### config.mk
export PLATFORM = sky130hd
export DESIGN_NAME = seg_disp_arbiter
export DESIGN_NICKNAME = d
export VERILOG_FILES = /design/src/rtl/seg_disp_arbiter.sv
export SDC_FILE = /design/constraint.sdc
export NUM_CORES = 1
export LEC_CHECK = 0
export CAP_MARGIN = 20
export CORE_UTILIZATION = 48
export CTS_CLUSTER_SIZE = 16
export DETAILED_ROUTE_END_ITERATION = 8
export PLACE_DENSITY = 0.87
export SLEW_MARGIN = 20
export SYNTH_ARGS = -nofsm -noshare
export SYNTH_HDL_FRONTEND = slang
export SYNTH_SLANG_ARGS = --single-unit
### constraint.sdc
create_clock -name clk -period 4.3 [get_ports clk]
set_clock_uncertainty 0.2 [all_clocks]
set_input_delay 0.86 -clock clk [delete_from_list [all_inputs] [get_ports clk]]
set_output_delay 0.86 -clock clk [all_outputs]
set_load 0.02 [all_outputs]
### src/rtl/seg_disp_arbiter.sv
// rtl/seg_disp_arbiter.sv - round-robin owner arbiter for a shared 8-digit segment display
// Optional blank gap between owners: define SEG_ARB_BLANK_EN.
module seg_disp_arbiter #(
    parameter int HOLD_CYC  = 1024,
    parameter int BLANK_CYC = 16
) (
    input  logic        clk,
    input  logic        rst,
    input  logic [2:0]  req,
    input  logic [63:0] data0,
    input  logic [63:0] data1,
    input  logic [63:0] data2,
    output logic [2:0]  gnt,
    output logic [63:0] disp_data,
    output logic        busy
);

`ifdef SEG_ARB_BLANK_EN
    typedef enum logic [1:0] {S_IDLE, S_HOLD, S_BLANK} state_t;
    localparam logic [7:0] BLANK_MAX = 8'(BLANK_CYC - 1);
    logic [7:0] blank_q, blank_d;
`else
    typedef enum logic [1:0] {S_IDLE, S_HOLD} state_t;
`endif

    localparam logic [23:0] HOLD_MAX = 24'(HOLD_CYC - 1);

    state_t      state_q, state_d;
    logic [2:0]  gnt_q, gnt_d;
    logic [63:0] disp_q, disp_d;
    logic [23:0] hold_q, hold_d;
    logic [1:0]  last_q, last_d;
    logic        busy_q;

    logic        do_grant;
    logic [2:0]  grant_mask;
    logic [1:0]  winner;
    logic [2:0]  others;
    logic        owner_req;
    logic        expired;

    // Search order starts just after the previous owner, which is therefore tried last.
    function automatic logic [1:0] rr_pick(input logic [2:0] r, input logic [1:0] last);
        logic [1:0] p0, p1, p2;
        case (last)
            2'd0:    begin p0 = 2'd1; p1 = 2'd2; p2 = 2'd0; end
            2'd1:    begin p0 = 2'd2; p1 = 2'd0; p2 = 2'd1; end
            default: begin p0 = 2'd0; p1 = 2'd1; p2 = 2'd2; end
        endcase
        if (r[p0])      return p0;
        else if (r[p1]) return p1;
        else            return p2;
    endfunction

    function automatic logic [63:0] data_of(input logic [1:0] idx);
        case (idx)
            2'd0:    return data0;
            2'd1:    return data1;
            default: return data2;
        endcase
    endfunction

    assign owner_req = req[last_q];
    assign others    = req & ~(3'b001 << last_q);
    assign expired   = (hold_q == HOLD_MAX);
    assign winner    = rr_pick(grant_mask, last_q);

    always_comb begin
        state_d    = state_q;
        gnt_d      = gnt_q;
        disp_d     = disp_q;
        hold_d     = hold_q;
        last_d     = last_q;
        do_grant   = 1'b0;
        grant_mask = req;
`ifdef SEG_ARB_BLANK_EN
        blank_d    = blank_q;
`endif
        case (state_q)
            S_IDLE: begin
                do_grant = |req;
            end
            S_HOLD: begin
                if (!expired) hold_d = hold_q + 24'd1;
                if (owner_req) disp_d = data_of(last_q);
                if (expired && (|others)) begin
`ifdef SEG_ARB_BLANK_EN
                    state_d = S_BLANK;
                    gnt_d   = 3'b000;
                    disp_d  = 64'd0;
                    blank_d = 8'd0;
`else
                    do_grant   = 1'b1;
                    grant_mask = others;
`endif
                end else if (expired && !owner_req) begin
                    state_d = S_IDLE;
                    gnt_d   = 3'b000;
                end
            end
`ifdef SEG_ARB_BLANK_EN
            S_BLANK: begin
                if (blank_q == BLANK_MAX) begin
                    if (|req) do_grant = 1'b1;
                    else      state_d  = S_IDLE;
                end else begin
                    blank_d = blank_q + 8'd1;
                end
            end
`endif
            default: begin
                state_d = S_IDLE;
                gnt_d   = 3'b000;
            end
        endcase

        if (do_grant) begin
            state_d = S_HOLD;
            gnt_d   = 3'b001 << winner;
            disp_d  = data_of(winner);
            hold_d  = 24'd0;
            last_d  = winner;
        end
    end

    always_ff @(posedge clk or negedge rst) begin
        if (!rst) begin
            state_q <= S_IDLE;
            gnt_q   <= 3'b000;
            disp_q  <= 64'd0;
            hold_q  <= 24'd0;
            last_q  <= 2'd2;
            busy_q  <= 1'b0;
`ifdef SEG_ARB_BLANK_EN
            blank_q <= 8'd0;
`endif
        end else begin
            state_q <= state_d;
            gnt_q   <= gnt_d;
            disp_q  <= disp_d;
            hold_q  <= hold_d;
            last_q  <= last_d;
            busy_q  <= (state_d != S_IDLE);
`ifdef SEG_ARB_BLANK_EN
            blank_q <= blank_d;
`endif
        end
    end

    assign gnt       = gnt_q;
    assign disp_data = disp_q;
    assign busy      = busy_q;

endmodule

==> impl_metrics.py, run 1 <==
metrics = {
    "global_routing": {
        "grt_pass1_vias": 7007,
        "grtUsageTotal_pct": 30.58,
        "grt_pass1_wl_mm": 35.14,
        "grt_max_degree": 101,
        "antenna_found_initial": 0,
        "overflow": 0,
    },
    "sta": {
        "hold_slack_ps": 334.2,
        "fmax_mhz": 313.3,
        "worstMarginPinSlew_ps": 905.5,
        "setup_tns_ps": 0,
        "hold_viol": 0,
        "grt_setup_unrepaired": "no",
        "slew_violations": 0,
        "timing.slew.headroom_pct": 39.64,
        "setup_viol": 0,
        "finalWorstSetupSlack_ps": 1108,
        "period_share_pct": 74.24,
        "fin_crit_ps": 3192,
    },
    "placement": {
        "dp_hpwl_mm": 14.94,
        "port_buffers": 264,
        "gp_congestion": 0.9268,
        "place_ws_ps": 776.0,
    },
    "setup_path": {
        "worstRegToRegCells": 6,
        "max_stage_delay_ps": 550,
        "critPathMaxFanout": 60,
        "startpoint": "req[2]",
        "rrSetupSlack_ps": 1350,
        "arrival_ps": 3200,
        "cp_cell_sequence": "clkdlybuf4s50_1 -> nor2b_2 -> a2111oi_0 -> or3_1 -> o21ai_4 -> buf_4 -> o311a_1 -> o22ai_1",
        "r2r_end": "disp_data[10]",
        "crit_path_end_kind": "flop",
        "crit-reg2reg-launch": "last_q[1]",
        "cp_slowest_cell": "buf_4",
        "crit_type": "primary input to flop",
        "startpoint_type": "primary input",
        "cp.required_ps": 4300,
    },
    "synthesis": {
        "yosysUniqueCellTypes": 46,
        "postSynthAreaPerCell_um2": 8.173,
        "ys_ff_latch": 96,
        "synth_top_area_share_pct": 35.56,
        "synth_edf_count": 0,
        "synth_fp_nets": 1016,
        "syn_inst": 818,
        "yosys_warnings": 0,
        "synth_area_leaders": "dfrtp_1, mux2i_1, a211oi_1",
        "yosysTopAreaCell": "dfrtp_1",
        "synth_flop_cell": "dfrtp_1",
        "yosysSeqAreaShare_pct": 35.95,
        "synth-async-reset-ratio_pct": 100.0,
        "syn_area_mm2": 0.006685,
    },
    "floorplanning": {
        "dieArea_mm2": 0.01440,
        "start_util_pct": 49.89,
        "die_h_um": 120.0,
        "ios": 265,
        "core_area_mm2": 0.01340,
        "dieWidth_um": 120.0,
        "rows": 42,
    },
    "clocking": {
        "root_buffer": "clkbuf_16",
        "cts_hold_buf": 0,
        "htreeDepth": 3,
        "clock_latency_ps": 340,
        "cts.sinks": 96,
        "clock_path_buffers": 2,
        "clk_pin_slew_worst_paths_ps": 60,
        "cts-buffers-inserted": 9,
        "cts_tree": "yes",
        "cts_resized": 0,
        "cts_setup_buffers": 0,
    },
    "layout": {
        "final.fill_count": 1010,
        "fin_nets": 1228,
        "seq_area_mm2": 0.002411,
        "drive_above_1_share_pct": 3.772,
        "syn2layout_area_growth_pct": 44.99,
        "antenna_cells": 0,
        "multi_input_area_mm2": 0.003780,
    },
    "pwr": {
        "ir_drop_uv": 330.2,
        "p_leak_nw": 4.004,
        "powerDensity_mw_per_mm2": 627.9,
    },
    "min_path": {
        "hold_class": "flop to flop",
        "min_from": "gnt[1]",
        "hold_path_depth": 2,
        "hold_end": "gnt[1]",
    },
    "drt": {
        "finalWirelength_mm": 22.02,
        "drtAntennaViolNets": 0,
        "vias": 7228,
        "post_drt_wl_per_cell_um": 18.20,
        "dr.pass1.iters": 5,
        "drc": 0,
        "viasPerCell": 5.974,
        "first_iter_violations": 678,
    },
    "job": {
        "cap_violations": 0,
    },
    "status": {
        "status": "finished clean",
    },
}
## critical path: cells and delay by family
family | cells | cell delay [ps]
buffers and inverters | 2 | 1070
and+or+nand+nor | 2 | 620
AOI/OAI and AO/OA | 4 | 650
## layout make-up
| type | count | share of cell area (%) |
|---|---|---|
| Clock buffer | 13 | 2.685 |
| Inverter | 50 | 1.936 |
| Sequential cell | 96 | 24.87 |
| Multi-Input combinational cell | 595 | 39.00 |
| Timing Repair Buffer | 278 | 28.84 |
| Clock inverter | 2 | 0.4002 |
| Tap cell | 176 | 2.272 |
## worst max-delay path by stage
stage	to	cells after the start
global route	disp_data[10]	8
floorplan	disp_data[10]	7
CTS	disp_data[10]	8
global placement	disp_data[10]	8
detailed placement	disp_data[10]	8
finish	disp_data[10]	8
## layout by cell type, fill, tap and decap left out, drive strengths merged, types with 3 or more instances in the layout
master,instances
a211oi,64
a21oi,44
a22oi,42
a31oi,42
and3,6
and4,7
buf,15
clkbuf,13
clkdlybuf4s50,263
dfrtp,95
inv,50
mux2i,67
nand2,76
nand3,8
nand4,8
nor2,111
nor3,24
nor4,3
o21ai,4
o22ai,22
o311a,22
o31ai,3
or3,3
xnor2,3
xor2,19
## metal layers
| metal | GRT usage [%] | vias up | share of wire, % |
|---|---|---|---|
| li1 | - | 3427 | - |
| met1 | 38.49 | 3438 | 41 |
| met2 | 51.62 | 313 | 50 |
| met3 | 5.418 | 50 | 5.7 |
| met4 | 12.50 | 0 | 3.2 |
| met5 | 0 | - | 0 |
## cell families after synthesis
logic type,synth area share [%]
XOR/XNOR,2.882
flip-flops,35.95
multiplexers,10.37
other,0.05609
buffers and inverters,7.954
adder cells (fa/ha/maj),0.1871
AO/OA/AOI/OAI,25.94
AND/OR/NAND/NOR,16.66
## sequential cells by signal, indices dropped and copies added, names as in the netlist
register and flops:
gnt 3, last_q 2, hold_q 24, state_q 2, disp_data 64, busy 1
## Yosys cell counts, types with 5 or more instances
cell,instances
inv_1,50
o311a_1,22
dfrtp_1,95
nand2_1,76
nor3_1,24
clkbuf_1,37
mux2i_1,67
buf_1,6
and3_1,6
and4_1,7
buf_2,29
a22oi_1,42
xor2_1,19
a21oi_1,44
buf_4,5
nand3_1,8
nand4_1,8
a211oi_1,64
nor2_1,110
o22ai_1,22
a31oi_1,42
## through the flow
stage	util, %	cell area (µm²)	std cells	power (mW)
6_report	72.33	9693	1210	6.086
4_1_cts	72.33	9693	1210	6.077
5_1_grt	72.33	9693	1210	6.456
2_1_floorplan	-	6685	818	3.843
3_3_place_gp	70.10	9394	1195	5.166
3_5_place_dp	70.10	9394	1195	5.236
## where the power goes
| group | switching (mW) | internal, mW |
|---|---|---|
| clock network | 0.345 | 0.482 |
| logic | 2.01 | 1.63 |
| registers | 0.338 | 1.28 |
No activity file was read; power rests on OpenSTA's default activity.
==> run 2: changes to the inputs <==
--- a/config.mk
+++ b/config.mk
@@ -6,10 +6,10 @@
 export NUM_CORES = 1
 export LEC_CHECK = 0
 export CAP_MARGIN = 20
-export CORE_UTILIZATION = 48
+export CORE_UTILIZATION = 40
 export CTS_CLUSTER_SIZE = 16
 export DETAILED_ROUTE_END_ITERATION = 8
-export PLACE_DENSITY = 0.87
+export PLACE_DENSITY = 0.78
 export SLEW_MARGIN = 20
 export SYNTH_ARGS = -nofsm -noshare
 export SYNTH_HDL_FRONTEND = slang
==> constraint.sdc (replaced) <==
create_clock -name clk -period 2.7 [get_ports clk]
set_clock_uncertainty 0.2 [all_clocks]
set_input_delay 0.54 -clock clk [delete_from_list [all_inputs] [get_ports clk]]
set_output_delay 0.54 -clock clk [all_outputs]
set_load 0.02 [all_outputs]
==> impl_metrics.py, run 2 (synthesis gave the netlist of run 1 again) <==
metrics = {
    "status": {
        "status": "complete, but fails checks",
        "violations": "hold timing",
    },
    "sta": {
        "setup_viol": 0,
        "hold_slack_ps": -15.14,
        "worstMarginPinSlew_ps": 679.0,
        "hold_viol": 5,
        "grt_setup_unrepaired": "no",
        "fin_crit_ps": 2559,
        "fmax_mhz": 390.8,
        "slew_violations": 0,
        "timing.slew.headroom_pct": 54.62,
        "period_share_pct": 94.78,
    },
    "pwr": {
        "p_leak_nw": 4.128,
        "pwr-share-clk_pct": 13.2,
        "swShare_pct": 44.24,
        "ir_drop_uv": 505.3,
        "intPower_mw": 5.556,
        "p_switching_mw": 4.408,
        "powerDensity_mw_per_mm2": 996.7,
        "power_frac_seq_pct": 24.6,
        "power_mw": 9.964,
        "pwr-share-comb_pct": 62.3,
    },
    "floorplanning": {
        "start_util_pct": 41.48,
        "die_h_um": 131.3,
        "core_area_mm2": 0.01612,
        "dieArea_mm2": 0.01723,
        "ios": 265,
        "rows": 46,
        "dieWidth_um": 131.3,
    },
    "global_routing": {
        "overflow": 0,
        "grt_max_degree": 109,
        "grt_pass1_vias": 6917,
        "grtUsageTotal_pct": 25.43,
        "antenna_found_initial": 0,
        "grt_pass1_wl_mm": 35.74,
    },
    "setup_path": {
        "crit_path_end_kind": "flop",
        "crit_type": "primary input to flop",
        "crit-reg2reg-launch": "last_q[1]",
        "cp_cell_sequence": "clkdlybuf4s50_1 -> nor2b_2 -> a2111oi_1 -> or3_4 -> o21ai_4 -> buf_12 -> buf_6 -> a211oi_1 -> a31oi_1",
        "worstRegToRegCells": 7,
        "critPathMaxFanout": 24,
        "cp.required_ps": 2760,
        "max_stage_delay_ps": 510,
        "cp_slowest_cell": "clkdlybuf4s50_1",
        "rrSetupSlack_ps": 270,
        "arrival_ps": 2620,
        "path_delay_family": "buffers and inverters",
        "path_buf_inv": 3,
        "startpoint_type": "primary input",
        "r2r_end": "disp_data[26]",
    },
    "clocking": {
        "cts_hold_buf": 0,
        "clk_pin_slew_worst_paths_ps": 70,
        "cts_setup_buffers": 0,
        "htreeDepth": 3,
        "cts_tree": "yes",
        "root_buffer": "clkbuf_16",
        "cts.sinks": 96,
        "cts-buffers-inserted": 9,
        "clock_latency_ps": 340,
        "clock_path_buffers": 2,
    },
    "job": {
        "cap_violations": 0,
    },
    "placement": {
        "port_buffers": 264,
        "dpl_cell_area_mm2": 0.009677,
        "gp_congestion": 0.8448,
        "dp_hpwl_mm": 15.10,
    },
    "layout": {
        "mostFrequentLayoutCells": "clkdlybuf4s50_1, nor2_1, dfrtp_1, nand2_1, mux2i_1",
        "syn2layout_area_growth_pct": 49.54,
        "drive_above_1_share_pct": 5.608,
        "fin_nets": 1245,
        "antenna_cells": 0,
        "final.fill_count": 1396,
        "post-route-util_pct": 62.03,
        "design_area_mm2": 0.009997,
        "final_common_cell": "clkdlybuf4s50_1",
        "largest_reg_flops": 64,
    },
    "drt": {
        "finalWirelength_mm": 22.50,
        "drtAntennaViolNets": 0,
        "drc": 0,
        "post_drt_wl_per_cell_um": 17.74,
        "first_iter_violations": 460,
        "dr.pass1.iters": 4,
        "viasPerCell": 5.754,
        "vias": 7296,
    },
    "min_path": {
        "hold_class": "primary input to async pin",
    },
}
[run 2: layer usage]
| layer | vias to the layer above | wire, µm | track usage (%) | part of all wire (%) |
|---|---|---|---|---|
| met4 | 0 | 686 | 10.53 | 3.0 |
| met1 | 3535 | 9619 | 32.27 | 43 |
| met3 | 45 | 1201 | 4.128 | 5.3 |
| met2 | 257 | 10990 | 42.85 | 49 |
| met5 | - | 0 | 0 | 0 |
| li1 | 3459 | - | - | - |
[run 2: worst max-delay path by stage]
stage	cells after the start	start	end	slack (ps)
2_1_floorplan	7	last_q[1]	disp_data[10]	410
3_3_place_gp	7	req[0]	disp_data[49]	-270
3_5_place_dp	7	req[0]	disp_data[8]	-360
4_1_cts	7	req[0]	disp_data[8]	6
5_1_grt	9	req[2]	disp_data[54]	40
6_report	9	req[2]	disp_data[54]	140
[run 2: final cells by class]
class,instances,area [µm²],area share [%]
inverter,50,187.7,1.877
timing repair buffer,294,3032,30.33
clock buffer,11,242.7,2.428
multi-input combinational,596,3797,37.98
sequential,96,2411,24.12
clock inverter,5,56.30,0.5632
tap,216,270.3,2.703
[run 2: power by group through the flow]
stage | sequential (mW) | combinational, mW | clock, mW
3_3_place_gp | 2.45 | 6.00 | 0
4_1_cts | 2.44 | 6.12 | 1.34
6_report | 2.45 | 6.21 | 1.31
5_1_grt | 2.52 | 6.65 | 1.40
2_1_floorplan | 2.98 | 3.14 | 0
3_5_place_dp | 2.44 | 6.10 | 0
[run 2: metrics by stage]
stage | TNS (ps) | worst slack [ps] | cells
2_1_floorplan | 0 | 414.8 | 818
3_3_place_gp | -16960 | -274.0 | 1251
3_5_place_dp | -20600 | -360.1 | 1251
4_1_cts | 0 | 6.125 | 1267
5_1_grt | 0 | 39.62 | 1268
6_report | 0 | 141.1 | 1268
[run 2: what timing repair did]
action,CTS,global route
gates resized for setup,0,4
endpoints found under the setup margin,1,58
gates cloned,0,1
pin swaps,1,1
